`config.mk`:
```
export PLATFORM = sky130hd
export DESIGN_NAME = hc_tx_port_arbiter_flat
export DESIGN_NICKNAME = d
export VERILOG_FILES = /design/src/rtl/hc_tx_port_arbiter_if.sv /design/src/rtl/hc_tx_port_arbiter.sv /design/src/flat_wrapper.sv
export SDC_FILE = /design/constraint.sdc
export NUM_CORES = 1
export LEC_CHECK = 0
export BUFFER_PORTS_ARGS = -buffer_cell sky130_fd_sc_hd__buf_2
export CAP_MARGIN = 10
export CORE_MARGIN = 3
export CORE_UTILIZATION = 37
export CTS_CLUSTER_DIAMETER = 40
export DETAILED_ROUTE_END_ITERATION = 16
export PLACE_DENSITY_LB_ADDON = 0.15
export REMOVE_ABC_BUFFERS = 1
export SLEW_MARGIN = 40
export SYNTH_ARGS = -nofsm -noshare
export SYNTH_HDL_FRONTEND = slang
export SYNTH_SLANG_ARGS = --single-unit
```
`constraint.sdc`:
```
create_clock -name clk -period 3.2 [get_ports clk]
set_input_delay 0.16 -clock clk [delete_from_list [all_inputs] [get_ports clk]]
set_output_delay 0.16 -clock clk [all_outputs]
set_load 0.02 [all_outputs]
```
`src/rtl/hc_tx_port_arbiter_if.sv`:
```
// hc_tx_port_arbiter_if: requester handshakes, frame timer and shared TX port bundle for the HCTxPort arbiter
interface hc_tx_port_arbiter_if;
    logic       SOFCntlReq, SOFCntlGnt, SOFCntlWEn;
    logic [7:0] SOFCntlData, SOFCntlCntl;
    logic       SendPktReq, SendPktGnt, SendPktWEn;
    logic [7:0] SendPktData, SendPktCntl;
    logic       DirCntlReq, DirCntlGnt, DirCntlWEn;
    logic [7:0] DirCntlData, DirCntlCntl;
    logic [15:0] SOFTimer;
    logic       HCTxPortWEn;
    logic [7:0] HCTxPortData, HCTxPortCntl;
    logic       ArbProtoErr;

    modport master (
        output SOFCntlReq, SOFCntlWEn, SOFCntlData, SOFCntlCntl,
        output SendPktReq, SendPktWEn, SendPktData, SendPktCntl,
        output DirCntlReq, DirCntlWEn, DirCntlData, DirCntlCntl, SOFTimer,
        input  SOFCntlGnt, SendPktGnt, DirCntlGnt,
        input  HCTxPortWEn, HCTxPortData, HCTxPortCntl, ArbProtoErr
    );

    modport slave (
        input  SOFCntlReq, SOFCntlWEn, SOFCntlData, SOFCntlCntl,
        input  SendPktReq, SendPktWEn, SendPktData, SendPktCntl,
        input  DirCntlReq, DirCntlWEn, DirCntlData, DirCntlCntl, SOFTimer,
        output SOFCntlGnt, SendPktGnt, DirCntlGnt,
        output HCTxPortWEn, HCTxPortData, HCTxPortCntl, ArbProtoErr
    );
endinterface

```
`src/rtl/hc_tx_port_arbiter.sv`:
```
// hc_tx_port_arbiter: fixed-priority owner of HCTxPort (SOF > SendPkt > DirCntl); define HC_TX_ARB_SOF_GUARD_EN to hold off new sender grants near frame end
module hc_tx_port_arbiter #(
    parameter logic [15:0] SOF_GUARD_START = 16'hB800
) (
    input logic               clk,
    input logic               rst,
    hc_tx_port_arbiter_if.slave bus
);
    typedef enum logic [1:0] {IDLE, GNT_SOF, GNT_SEND, GNT_DIR} state_t;

    state_t r_state;
    logic   r_gnt_sof, r_gnt_send, r_gnt_dir, r_err;
    logic   w_send_ok, w_bad_wen;

`ifdef HC_TX_ARB_SOF_GUARD_EN
    assign w_send_ok = bus.SOFTimer < SOF_GUARD_START;
`else
    logic w_unused;
    assign w_unused  = ^{bus.SOFTimer, SOF_GUARD_START};
    assign w_send_ok = 1'b1;
`endif

    assign w_bad_wen = (bus.SOFCntlWEn & ~r_gnt_sof) | (bus.SendPktWEn & ~r_gnt_send) |
                       (bus.DirCntlWEn & ~r_gnt_dir);

    // grant FSM: grant from IDLE by priority, hold until owner drops Req, always pass through IDLE
    always_ff @(posedge clk or negedge rst) begin
        if (!rst) begin
            r_state    <= IDLE;
            r_gnt_sof  <= 1'b0;
            r_gnt_send <= 1'b0;
            r_gnt_dir  <= 1'b0;
            r_err      <= 1'b0;
        end else begin
            r_err <= r_err | w_bad_wen;
            case (r_state)
                IDLE: begin
                    if (bus.SOFCntlReq) begin
                        r_state   <= GNT_SOF;
                        r_gnt_sof <= 1'b1;
                    end else if (bus.SendPktReq && w_send_ok) begin
                        r_state    <= GNT_SEND;
                        r_gnt_send <= 1'b1;
                    end else if (bus.DirCntlReq) begin
                        r_state   <= GNT_DIR;
                        r_gnt_dir <= 1'b1;
                    end
                end
                GNT_SOF: if (!bus.SOFCntlReq) begin
                    r_state   <= IDLE;
                    r_gnt_sof <= 1'b0;
                end
                GNT_SEND: if (!bus.SendPktReq) begin
                    r_state    <= IDLE;
                    r_gnt_send <= 1'b0;
                end
                default: if (!bus.DirCntlReq) begin
                    r_state   <= IDLE;
                    r_gnt_dir <= 1'b0;
                end
            endcase
        end
    end

    // port mux: owner's strobe and bytes pass straight through, idle port is all zeros
    always_comb begin
        bus.HCTxPortWEn  = r_gnt_sof ? bus.SOFCntlWEn  : r_gnt_send ? bus.SendPktWEn  : r_gnt_dir ? bus.DirCntlWEn  : 1'b0;
        bus.HCTxPortData = r_gnt_sof ? bus.SOFCntlData : r_gnt_send ? bus.SendPktData : r_gnt_dir ? bus.DirCntlData : 8'h00;
        bus.HCTxPortCntl = r_gnt_sof ? bus.SOFCntlCntl : r_gnt_send ? bus.SendPktCntl : r_gnt_dir ? bus.DirCntlCntl : 8'h00;
    end

    assign bus.SOFCntlGnt  = r_gnt_sof;
    assign bus.SendPktGnt  = r_gnt_send;
    assign bus.DirCntlGnt  = r_gnt_dir;
    assign bus.ArbProtoErr = r_err;
endmodule

```
`src/flat_wrapper.sv`:
```
// flat-port wrapper written by rule: the top's interface ports become plain ports
module hc_tx_port_arbiter_flat 
#(
    parameter logic [15:0] SOF_GUARD_START = 16'hB800
)
  (clk, rst, bus_SOFCntlReq, bus_SOFCntlWEn, bus_SOFCntlData, bus_SOFCntlCntl, bus_SendPktReq, bus_SendPktWEn, bus_SendPktData, bus_SendPktCntl, bus_DirCntlReq, bus_DirCntlWEn, bus_DirCntlData, bus_DirCntlCntl, bus_SOFTimer, bus_SOFCntlGnt, bus_SendPktGnt, bus_DirCntlGnt, bus_HCTxPortWEn, bus_HCTxPortData, bus_HCTxPortCntl, bus_ArbProtoErr);
  hc_tx_port_arbiter_if bus_i ();
  input logic clk;
  input logic rst;
  input wire logic [$bits(bus_i.SOFCntlReq)-1:0] bus_SOFCntlReq;
  input wire logic [$bits(bus_i.SOFCntlWEn)-1:0] bus_SOFCntlWEn;
  input wire logic [$bits(bus_i.SOFCntlData)-1:0] bus_SOFCntlData;
  input wire logic [$bits(bus_i.SOFCntlCntl)-1:0] bus_SOFCntlCntl;
  input wire logic [$bits(bus_i.SendPktReq)-1:0] bus_SendPktReq;
  input wire logic [$bits(bus_i.SendPktWEn)-1:0] bus_SendPktWEn;
  input wire logic [$bits(bus_i.SendPktData)-1:0] bus_SendPktData;
  input wire logic [$bits(bus_i.SendPktCntl)-1:0] bus_SendPktCntl;
  input wire logic [$bits(bus_i.DirCntlReq)-1:0] bus_DirCntlReq;
  input wire logic [$bits(bus_i.DirCntlWEn)-1:0] bus_DirCntlWEn;
  input wire logic [$bits(bus_i.DirCntlData)-1:0] bus_DirCntlData;
  input wire logic [$bits(bus_i.DirCntlCntl)-1:0] bus_DirCntlCntl;
  input wire logic [$bits(bus_i.SOFTimer)-1:0] bus_SOFTimer;
  output wire logic [$bits(bus_i.SOFCntlGnt)-1:0] bus_SOFCntlGnt;
  output wire logic [$bits(bus_i.SendPktGnt)-1:0] bus_SendPktGnt;
  output wire logic [$bits(bus_i.DirCntlGnt)-1:0] bus_DirCntlGnt;
  output wire logic [$bits(bus_i.HCTxPortWEn)-1:0] bus_HCTxPortWEn;
  output wire logic [$bits(bus_i.HCTxPortData)-1:0] bus_HCTxPortData;
  output wire logic [$bits(bus_i.HCTxPortCntl)-1:0] bus_HCTxPortCntl;
  output wire logic [$bits(bus_i.ArbProtoErr)-1:0] bus_ArbProtoErr;
  assign bus_i.SOFCntlReq = bus_SOFCntlReq;
  assign bus_i.SOFCntlWEn = bus_SOFCntlWEn;
  assign bus_i.SOFCntlData = bus_SOFCntlData;
  assign bus_i.SOFCntlCntl = bus_SOFCntlCntl;
  assign bus_i.SendPktReq = bus_SendPktReq;
  assign bus_i.SendPktWEn = bus_SendPktWEn;
  assign bus_i.SendPktData = bus_SendPktData;
  assign bus_i.SendPktCntl = bus_SendPktCntl;
  assign bus_i.DirCntlReq = bus_DirCntlReq;
  assign bus_i.DirCntlWEn = bus_DirCntlWEn;
  assign bus_i.DirCntlData = bus_DirCntlData;
  assign bus_i.DirCntlCntl = bus_DirCntlCntl;
  assign bus_i.SOFTimer = bus_SOFTimer;
  assign bus_SOFCntlGnt = bus_i.SOFCntlGnt;
  assign bus_SendPktGnt = bus_i.SendPktGnt;
  assign bus_DirCntlGnt = bus_i.DirCntlGnt;
  assign bus_HCTxPortWEn = bus_i.HCTxPortWEn;
  assign bus_HCTxPortData = bus_i.HCTxPortData;
  assign bus_HCTxPortCntl = bus_i.HCTxPortCntl;
  assign bus_ArbProtoErr = bus_i.ArbProtoErr;
  hc_tx_port_arbiter #(.SOF_GUARD_START(SOF_GUARD_START)) u_core (.clk(clk), .rst(rst), .bus(bus_i));
endmodule
```
# After elaboration in Yosys (flattened, before gate mapping)
# Index checks and enable logic that the tools add are counted.
[classes] n_reduce_logical=8 n_bitwise=10 mux=28 eq_ne=12
[op_table] operator="2-to-1 mux 8 bit" count=6
[op_table] operator="!= test 2 bit (second input constant)" count=7
[op_table] operator="2-to-1 mux 1 bit" count=12
[op_table] operator="2-to-1 mux 2 bit" count=6
[op_table] operator="AND reduction 4 bit" count=2
[op_table] operator="case mux 1 bit (2 select lines)" count=3
[op_table] operator="case mux 2 bit (3 select lines)" count=1
[op_table] operator="AND reduction 5 bit" count=1
[op_table] operator="!= test 4 x 1 -> 1 bit (second input constant)" count=1
[op_table] operator="!= test 4 bit (second input constant)" count=1
[op_table] operator="NOT 1 bit" count=4
[op_table] operator="nonzero test 2 bit" count=2
[op_table] operator="bitwise AND 1 bit" count=3
[op_table] operator="bitwise OR 1 bit" count=3
[op_table] operator="AND reduction 3 bit" count=1
[op_table] operator="equality test 2 x 1 -> 1 bit (second input constant)" count=1
[op_table] operator="equality test 2 bit (second input constant)" count=1
[op_table] operator="zero test 2 bit" count=1
[op_table] operator="!= test 2 x 1 -> 1 bit (second input constant)" count=1
[op_table] operator="OR reduction 2 bit" count=1
[word_totals] ff_bits=6 elab_cells=63 in_bits=72

# Logic depth before layout (Yosys ltp)
# Gate-level depths: netlist of the first run.
[logic_depth] depth_word=5 ltp_mapped=6

# Least setup slack after synthesis of the first run
# No wires, ideal clock.
[synth_path] path_type="register to output" from="reg u_core.r_gnt_send, in the netlist u_core.bus.SendPktGnt" to="out bus_HCTxPortCntl[6]" path_stages_with_launch=6 t_arrival_ps=1387 slack_ps=1653 n_path_buf=2 required_time_ps=3040 path_cell_list="dfrtp_1 -> buf_6 -> nor2b_2 -> buf_6 -> a22oi_1 -> o21ai_0"
[synth_between] elab_chain_cells=2
[synth_lines] item="start: declaration" line_no="hc_tx_port_arbiter.sv:12" text="logic r_gnt_sof, r_gnt_send, r_gnt_dir, r_err;"
[synth_lines] item="start signal: assignment" line_no="hc_tx_port_arbiter.sv:31" text="r_gnt_send <= 1'b0;"
[synth_lines] item="start signal: assignment" line_no="hc_tx_port_arbiter.sv:43" text="r_gnt_send <= 1'b1;"
[synth_lines] item="start signal: assignment" line_no="hc_tx_port_arbiter.sv:55" text="r_gnt_send <= 1'b0;"
[synth_lines] item="2-to-1 mux 8 bit (2 in a row)" line_no="hc_tx_port_arbiter.sv:69" text="bus.HCTxPortCntl = r_gnt_sof ? bus.SOFCntlCntl : r_gnt_send ? bus.SendPktCntl : r_gnt_dir ? bus.DirCntlCntl : ..."
[synth_lines] item="end: declaration" line_no="flat_wrapper.sv:28" text="output wire logic [$bits(bus_i.HCTxPortCntl)-1:0] bus_HCTxPortCntl;"
# No other way between the ends.

# Worst setup path in the final report of the first run
# Ends and elaborated chain as after synthesis.

==> impl_metrics.env, run 1 <==
export IMPL_r2r_end="u_core.r_state[1]"
export IMPL_cp_data_arrival_time_ps=2110
export IMPL_cts_hold_buf=1
export IMPL_grt_ovfl_total=0
export IMPL_clockBufferDepth=2
export IMPL_stdcell_count=207
export IMPL_vias=1081
export IMPL_hold_end="u_core.bus.ArbProtoErr"
export IMPL_worstPathMaxFanout=20
export IMPL_die_w_um=53.5
export IMPL_coreArea_um2=2040
export IMPL_cts_sinks=6
export IMPL_max_cap_violations=0
export IMPL_worst_r2r_startpoint="u_core.r_state[0]"
export IMPL_crit_path_end_kind="output pin"
export IMPL_synthFlopType="dfrtp_1"
export IMPL_io_pins=93
export IMPL_vias_per_cell=5.22
export IMPL_grtUsageMet2=0.351
export IMPL_post_cts_buffers=0
export IMPL_ys_seq_area_frac=0.180
export IMPL_irDropWorstVdd_mv=0.513
export IMPL_drt_pass1_iter_count=4
export IMPL_yosys_warnings=0
export IMPL_synthCells=107
export IMPL_root_buffer="clkbuf_4"
export IMPL_drive_gt1_frac=0.494
export IMPL_grt_pass1_vias=968
export IMPL_clkTransAtPathRegs_ps=50
export IMPL_met1_usage=0.190
export IMPL_grt_pass1_wl_um=3970
export IMPL_port_buffers=76
export IMPL_setup_viol=0
export IMPL_leakagePower_nw=0.647
export IMPL_gp_congestion=0.854
export IMPL_hold_viol=0
export IMPL_max_freq_ghz=0.441
export IMPL_drv_slew=0
export IMPL_grt_use_total=0.192
export IMPL_use_met3=0.0676
export IMPL_run_status="completed"
export IMPL_placedCellCount=202
export IMPL_cts_resized=0
export IMPL_start_kind="flip-flop"
export IMPL_finClkSkew_ps=0.736
export IMPL_synth_seq_cells=6
export IMPL_drt_drc_violations_left=0
export IMPL_ys_types=34
export IMPL_busiest_layer="met2"
export IMPL_slew_headroom=0.534
export IMPL_cts_tree="yes"
export IMPL_period_share=0.708
export IMPL_async_reset_ff_frac=1.00
export IMPL_clock_latency_ps=250
export IMPL_drtAntennaViolNets=0
export IMPL_hold_path_class="in2reg"
export IMPL_grt_max_degree=39
export IMPL_tightest_slew_ps=696
export IMPL_syn_avg_cell_area_um2=7.80
export IMPL_syn_area_um2=835
export IMPL_hold_depth=2
export IMPL_htree_levels=1
export IMPL_routed_wl_um=2780
export IMPL_r2r_cells=5
export IMPL_synth_edff_count=0
export IMPL_critPathKind="reg2out"
export IMPL_syn2layout_area_growth_pct=45.4
export IMPL_rsz0062_at_grt="no"
export IMPL_die_h_um=53.5
export IMPL_start_util=0.409
export IMPL_antennaDiodeCount=0
export IMPL_crit_chain="nor2b_2 -> a22oi_1 -> o21ai_0 -> buf_2"
export IMPL_most_common_layout_cells="buf_2 (76), nand2_1 (19), a22oi_1 (12), o21ai_1 (11), o21ai_0 (8)"
export IMPL_numCtsBuffers=3
export IMPL_cpMaxStageDelayCell="nor2b_2"
export IMPL_period_minus_slack_ps=2270
export IMPL_antenna_found_initial=0
export IMPL_die_area_um2=2860
export IMPL_critPathBufInv=1
export IMPL_reg2reg_slack_ps=1710
export IMPL_cp_top_family="simple AND/OR/NAND/NOR gates"
export IMPL_fin_setup_tns_ps=0
export IMPL_layout_commonest_cell="buf_2"
export IMPL_dp_hpwl_um=2190
export IMPL_power_density_nw_per_um2=721
export IMPL_nNetsFinal=259
export IMPL_slowest_delay_ps=680
export IMPL_min_from="bus_SendPktWEn"
export IMPL_fp_row_count=16
export IMPL_drt_initial_drc_count=48
export IMPL_crit_required_ps=3040
export IMPL_wire_per_inst_um=13.4
==> area by class of cell <==
cell class | instances | area (um2)
Tap cell | 27 | 33.8
Inverter | 6 | 22.5
Fill cell | 191 | 828
Clock buffer | 4 | 26.3
Sequential cell | 6 | 151
Multi-Input combinational cell | 87 | 589
Timing Repair Buffer | 77 | 390
==> kinds of logic (layout without fill, tap and decap cells) <==
kind of cell	Yosys count	count (layout)	synth area share
and+or+nand+nor	32	32	0.195
muxes	3	3	0.0360
adders and majority gates	6	6	0.0900
DFF	6	6	0.180
buffers and inverters	14	87	0.114
AOI/OAI and AO/OA	46	46	0.385
==> registers in the layout, indices dropped and copies added (netlist names) <==
| signal | count |
|---|---|
| u_core.bus.ArbProtoErr | 1 |
| u_core.bus.SendPktGnt | 1 |
| u_core.bus.DirCntlGnt | 1 |
| u_core.bus.SOFCntlGnt | 1 |
| u_core.r_state | 2 |
==> layer usage <==
layer / wire (um) / part of all wire
met5: 0 / 0
met2: 1330 / 0.48
met1: 1050 / 0.38
met3: 355 / 0.13
met4: 38 / 0.014
==> where the power goes <==
part           internal (mW)  total (mW)  leakage [nW]  switching (mW)
Combinational          0.261       0.609         0.569           0.349
Clock                 0.0476      0.0809        0.0150          0.0333
Sequential             0.102       0.185        0.0631          0.0833
Total                  0.410       0.875         0.647           0.465
==> worst max-delay path by stage <==
stage / cells after the start / startpoint / to
final: 4 / u_core.bus.SendPktGnt / bus_HCTxPortCntl[6]
after global routing: 4 / u_core.bus.SendPktGnt / bus_HCTxPortData[0]
after CTS: 4 / u_core.bus.SendPktGnt / bus_HCTxPortCntl[6]
after detailed placement: 4 / u_core.bus.SendPktGnt / bus_HCTxPortCntl[6]
after global placement: 4 / u_core.bus.SendPktGnt / bus_HCTxPortCntl[6]
after floorplan: 3 / u_core.bus.SendPktGnt / bus_HCTxPortCntl[6]
==> synthesized netlist by cell type, types with 2 or more instances <==
master     n  area share
o21ai_1   11       0.066
nand2_1   19       0.085
inv_1      6       0.027
mux2i_1    3       0.036
a22oi_1   12        0.11
a21oi_1    2       0.012
a22oi_2    4       0.060
ha_1       6       0.090
nand2b_1   3       0.022
o21ai_0    8       0.048
buf_6      2       0.027
nor3_1     2       0.012
dfrtp_1    6        0.18
clkbuf_1   3       0.013
==> worst reg2reg max path, stage by stage, from the launching register on <==
cell,delay [ps]
dfrtp_1,390
inv_1,160
ha_1,290
nor3b_2,280
nor3_1,80
o32a_1,170
==> metrics by stage <==
step           hold WS (ps)  area (um2)  worst slack [ps]   util  power, mW
5_1_grt                 190        1210               767  0.594      0.951
4_1_cts                 160        1210               937  0.594      0.878
3_5_place_dp          -4.14        1180              1210  0.577      0.791
3_3_place_gp          -3.83        1180              1210  0.576      0.771
2_1_floorplan          -136         762              1260      -      0.599
6_report                179        1210               934  0.594      0.875
Power figures use the tool's default switching activity.
==> run 2: changes to the inputs <==
Settings changed: ABC_AREA from default to 1, CORE_UTILIZATION 37 to 32.
Clock period 3.2 ns to 1.9 ns, I/O delays scaled along.
==> impl_metrics.env, run 2 <==
export IMPL_fp_row_count=18
export IMPL_gp_congestion=0.779
export IMPL_finClkSkew_ps=4.69
export IMPL_worst_r2r_startpoint="u_core.r_state[1]"
export IMPL_yosys_top_cells_area="a21oi_2 (18%), dfrtp_1 (17%), nand2_1 (16%), a21oi_1 (10%), ha_1 (8.5%)"
export IMPL_power_frac_seq=0.138
export IMPL_cpMaxStageDelayCell="dfrtp_1"
export IMPL_grt_pass1_vias=1055
export IMPL_cp_top_family="simple AND/OR/NAND/NOR gates"
export IMPL_root_buffer="clkbuf_4"
export IMPL_min_from="bus_SOFCntlWEn"
export IMPL_io_pins=93
export IMPL_grt_max_degree=19
export IMPL_post_cts_buffers=0
export IMPL_vias_per_cell=4.86
export IMPL_crit_chain="nor2_4 -> nand2_1 -> a21oi_1 -> buf_2"
export IMPL_synth_area_leader_cell="a21oi_2"
export IMPL_combPwrFrac=0.802
export IMPL_grt_ovfl_total=0
export IMPL_irDropWorstVdd_mv=0.832
export IMPL_hold_viol=0
export IMPL_numCtsBuffers=3
export IMPL_cp_data_arrival_time_ps=1550
export IMPL_crit_start="u_core.bus.SendPktGnt"
export IMPL_switching_share=0.582
export IMPL_synth_top_cell_area_share=0.178
export IMPL_drtAntennaViolNets=0
export IMPL_hold_slack_ps=122
export IMPL_synth_seq_cells=6
export IMPL_cts_resized=0
export IMPL_die_w_um=58.6
export IMPL_crit_path_end_kind="output pin"
export IMPL_vias=1182
export IMPL_die_h_um=58.6
export IMPL_crit_required_ps=1800
export IMPL_syn_avg_cell_area_um2=6.51
export IMPL_max_freq_ghz=0.606
export IMPL_synthFlopType="dfrtp_1"
export IMPL_drv_slew=0
export IMPL_largest_reg_flops=2
export IMPL_antennaDiodeCount=0
export IMPL_drt_initial_drc_count=57
export IMPL_stdcell_count=243
export IMPL_setup_viol=0
export IMPL_placedCellCount=239
export IMPL_clockBufferDepth=2
export IMPL_leakagePower_nw=0.678
export IMPL_antenna_found_initial=0
export IMPL_max_cap_violations=0
export IMPL_die_area_um2=3440
export IMPL_worstPathMaxFanout=17
export IMPL_start_kind="flip-flop"
export IMPL_clkTransAtPathRegs_ps=50
export IMPL_routed_wl_um=2800
export IMPL_critPathKind="reg2out"
export IMPL_fin_setup_tns_ps=0
export IMPL_critPathBufInv=1
export IMPL_port_buffers=76
export IMPL_yosys_warnings=0
export IMPL_most_common_layout_cells="buf_2 (76), nand2_1 (37), nor2_1 (20), a21oi_2 (18), a21oi_1 (18)"
export IMPL_async_reset_ff_frac=1.00
export IMPL_slowest_delay_ps=480
export IMPL_p_clk_frac=0.060
export IMPL_drt_pass1_iter_count=4
export IMPL_synth_edff_count=0
export IMPL_yosysMostFrequentCell="nand2_1"
export IMPL_period_share=0.868
export IMPL_ys_types=19
export IMPL_run_status="completed"
export IMPL_hold_path_class="in2reg"
export IMPL_internal_power_mw=0.847
export IMPL_wire_per_inst_um=11.5
export IMPL_htree_levels=1
export IMPL_fillers=266
export IMPL_drt_drc_violations_left=0
export IMPL_coreArea_um2=2540
export IMPL_grt_pass1_wl_um=4380
export IMPL_fin_total_pwr_mw=2.03
export IMPL_nNetsFinal=293
export IMPL_syn2layout_area_growth_pct=45.6
export IMPL_tightest_slew_ps=406
export IMPL_cts_tree="yes"
export IMPL_start_util=0.348
export IMPL_synthCells=136
export IMPL_pre_cts_ws_ps=518
export IMPL_dp_hpwl_um=2320
export IMPL_period_minus_slack_ps=1650
export IMPL_layout_commonest_cell="buf_2"
export IMPL_clock_latency_ps=250
export IMPL_rsz0062_at_grt="no"
export IMPL_power_density_nw_per_um2=1570
export IMPL_grt_use_total=0.156
export IMPL_ys_seq_area_frac=0.169
export IMPL_fin_ws_ps=251
export IMPL_slew_headroom=0.729
export IMPL_synth_common_cells="nand2_1 (37), nor2_1 (20), a21oi_1 (18), a21oi_2 (18), inv_1 (8)"
export IMPL_largest_register="u_core.r_state"
export IMPL_cts_hold_buf=1
export IMPL_syn_area_um2=886
export IMPL_drive_gt1_frac=0.493
export IMPL_cts_sinks=6
export IMPL_switchingPower_mw=1.18
## run 2: cell types whose count changed in the layout (fill, tap and decap cells not counted), moves of 4 or more
| cell | delta |
|---|---|
| a21oi_1 | +16 |
| a21oi_2 | +18 |
| a22oi_1 | -12 |
| a22oi_2 | -4 |
| nand2_1 | +18 |
| nor2_1 | +19 |
| o21ai_1 | -11 |
## run 2: layer usage
metal / global-route usage / part of all wire / vias up
met1: 0.183 / 0.38 / 522
met3: 0.0570 / 0.12 / 2
met2: 0.281 / 0.49 / 55
li1: - / - / 603
met5: 0 / 0 / -
met4: 0.0162 / 0.0079 / 0
## run 2: cells by family after synthesis
family	share of synthesized area
and+or+nand+nor	0.306
AOI/OAI and AO/OA	0.316
buffers and inverters	0.123
adders and majority gates	0.0847
DFF	0.169
## run 2: area by class of cell
type                       count  area, um2  share of cell area
clock buffer                   3       22.5              0.0175
inverter                      10       40.0              0.0310
multi-input combinational    114        627               0.486
sequential                     6        150               0.116
tap                           30       37.5              0.0291
timing repair buffer          80        413               0.320
## run 2: metrics by stage
step           utilization  cell area, um2
2_1_floorplan            -             817
3_3_place_gp         0.494            1260
3_5_place_dp         0.494            1260
4_1_cts              0.507            1290
5_1_grt              0.507            1290
6_report             0.507            1290
## run 2: worst min-delay path: stages
cell,delay (ps)
buf_2,90
a21oi_1,60
o211ai_1,80
## run 2: power groups by stage
stage               clock [mW]  sequential, mW  combinational (mW)
floorplan                    0           0.373                1.03
global placement             0           0.281                1.60
detailed placement           0           0.283                1.63
CTS                      0.125           0.282                1.64
global route             0.137           0.293                1.80
finish                   0.121           0.280                1.63
## run 2: worst paths after layout
kind	to	slack [ps]	depth (start not counted)
hold reg to reg	u_core.bus.ArbProtoErr	510	2
min in group asynchronous	u_core.bus.SendPktGnt	190	2
setup / recovery	bus_HCTxPortData[5]	250	4
max in group asynchronous	u_core.bus.SOFCntlGnt	1560	2
setup reg to reg	u_core.r_state[0]	540	8
hold / removal	u_core.bus.ArbProtoErr	120	3
==> run 3: changes to the inputs <==
Settings changed: CORE_ASPECT_RATIO from default to 0.6.
==> impl_metrics.env, run 3 (synthesis gave the netlist of run 2 again) <==
export IMPL_layout_commonest_cell="buf_2"
export IMPL_rsz0062_at_grt="no"
export IMPL_combPwrFrac=0.787
export IMPL_setup_viol=0
export IMPL_busiest_layer="met2"
export IMPL_dp_hpwl_um=2250
export IMPL_fp_row_count=14
export IMPL_gp_congestion=0.785
export IMPL_cts_tree="yes"
export IMPL_cts_hold_buf=1
export IMPL_hold_path_class="in2reg"
export IMPL_start_kind="flip-flop"
export IMPL_vias_per_cell=4.66
export IMPL_cp_data_arrival_time_ps=1440
export IMPL_coreArea_um2=2570
export IMPL_htree_levels=1
export IMPL_die_w_um=73.9
export IMPL_antennaDiodeCount=0
export IMPL_drt_drc_violations_left=0
export IMPL_leakagePower_nw=0.686
export IMPL_worstPathMaxFanout=17
export IMPL_grt_ovfl_total=0
export IMPL_power_density_nw_per_um2=1610
export IMPL_vias=1138
export IMPL_port_buffers=76
export IMPL_largest_reg_flops=2
export IMPL_irDropWorstVdd_mv=0.691
export IMPL_grtUsageMet2=0.217
export IMPL_drt_initial_drc_count=18
export IMPL_routed_wl_um=2720
export IMPL_grt_pass1_wl_um=3680
export IMPL_place_area_um2=1260
export IMPL_antenna_found_initial=0
export IMPL_period_share=0.806
export IMPL_post_cts_buffers=0
export IMPL_fin_setup_tns_ps=0
export IMPL_hold_viol=0
export IMPL_die_h_um=46.8
export IMPL_tightest_slew_ps=409
export IMPL_power_frac_seq=0.124
export IMPL_most_common_layout_cells="buf_2 (76), nand2_1 (37), nor2_1 (20), a21oi_2 (18), a21oi_1 (18)"
export IMPL_stdcell_area_um2=1320
export IMPL_max_cap_violations=0
export IMPL_slew_headroom=0.727
export IMPL_met1_usage=0.186
export IMPL_numCtsBuffers=3
export IMPL_max_freq_ghz=0.653
export IMPL_drv_slew=0
export IMPL_crit_path_end_kind="output pin"
export IMPL_drtAntennaViolNets=0
export IMPL_nNetsFinal=292
export IMPL_drive_gt1_frac=0.491
export IMPL_wire_per_inst_um=11.2
export IMPL_syn2layout_area_growth_pct=48.6
export IMPL_period_minus_slack_ps=1530
export IMPL_crit_required_ps=1800
export IMPL_cts_sinks=6
export IMPL_utilization=0.511
export IMPL_largest_register="u_core.r_state"
export IMPL_run_status="completed"
export IMPL_clkTransAtPathRegs_ps=30
export IMPL_finClkSkew_ps=1.18
export IMPL_use_met3=0.0491
export IMPL_grt_max_degree=21
export IMPL_critPathKind="reg2out"
export IMPL_clockBufferDepth=2
export IMPL_grt_pass1_vias=851
export IMPL_drt_pass1_iter_count=4
export IMPL_die_area_um2=3460
export IMPL_root_buffer="clkbuf_8"
export IMPL_io_pins=93
export IMPL_grt_use_total=0.138
export IMPL_switching_share=0.564
export IMPL_clock_latency_ps=220
export IMPL_start_util=0.344
export IMPL_internal_power_mw=0.925
export IMPL_cts_resized=0
export IMPL_switchingPower_mw=1.20
export IMPL_p_clk_frac=0.089
export IMPL_fillers=252
-- run 3: critical path, stage by stage (launching register included) --
cell and delay, ps:
dfrtp_1 370, inv_2 70, nor2_4 330, nand2_1 130, a21oi_2 140, buf_2 170
-- run 3: power groups by stage --
stage	Sequential (mW)	Combinational [mW]	Clock [mW]
3_3_place_gp	0.263	1.64	0
6_report	0.263	1.67	0.188
3_5_place_dp	0.265	1.68	0
5_1_grt	0.269	1.82	0.210
2_1_floorplan	0.373	1.03	0
4_1_cts	0.263	1.69	0.195
-- run 3: final cells by class --
type / count / area, um2 / share of cell area
clock buffers: 3 / 41.3 / 0.0314
inverters: 10 / 40.0 / 0.0304
multi-input cells: 114 / 627 / 0.476
flip-flops and latches: 6 / 150 / 0.114
well taps: 32 / 40.0 / 0.0304
repair buffers: 79 / 418 / 0.317
-- run 3: layer usage --
metal | part of all wire | vias to the layer above
li1 | - | 602
met1 | 0.44 | 504
met2 | 0.49 | 32
met3 | 0.069 | 0
met4 | 0 | 0
met5 | 0 | -
-- run 3: final timing paths --
kind / from / end / slack [ps] / cells past startpoint
min in group asynchronous: rst / u_core.bus.SOFCntlGnt / 230 / 2
setup / recovery: u_core.bus.DirCntlGnt / bus_HCTxPortData[4] / 370 / 5
hold reg to reg: u_core.bus.ArbProtoErr / u_core.bus.ArbProtoErr / 500 / 2
hold / removal: bus_SOFCntlWEn / u_core.bus.ArbProtoErr / 130 / 3
max in group asynchronous: rst / u_core.bus.ArbProtoErr / 1530 / 2
setup reg to reg: u_core.r_state[1] / u_core.r_state[0] / 480 / 8
-- run 3: per-stage QoR --
stage	cells	setup slack (ps)	hold slack, ps	power, mW
6_report	244	369	132	2.12
5_1_grt	244	259	145	2.30
3_5_place_dp	240	515	-71.7	1.94
2_1_floorplan	130	323	-201	1.40
3_3_place_gp	240	555	-74.8	1.90
4_1_cts	244	339	130	2.15
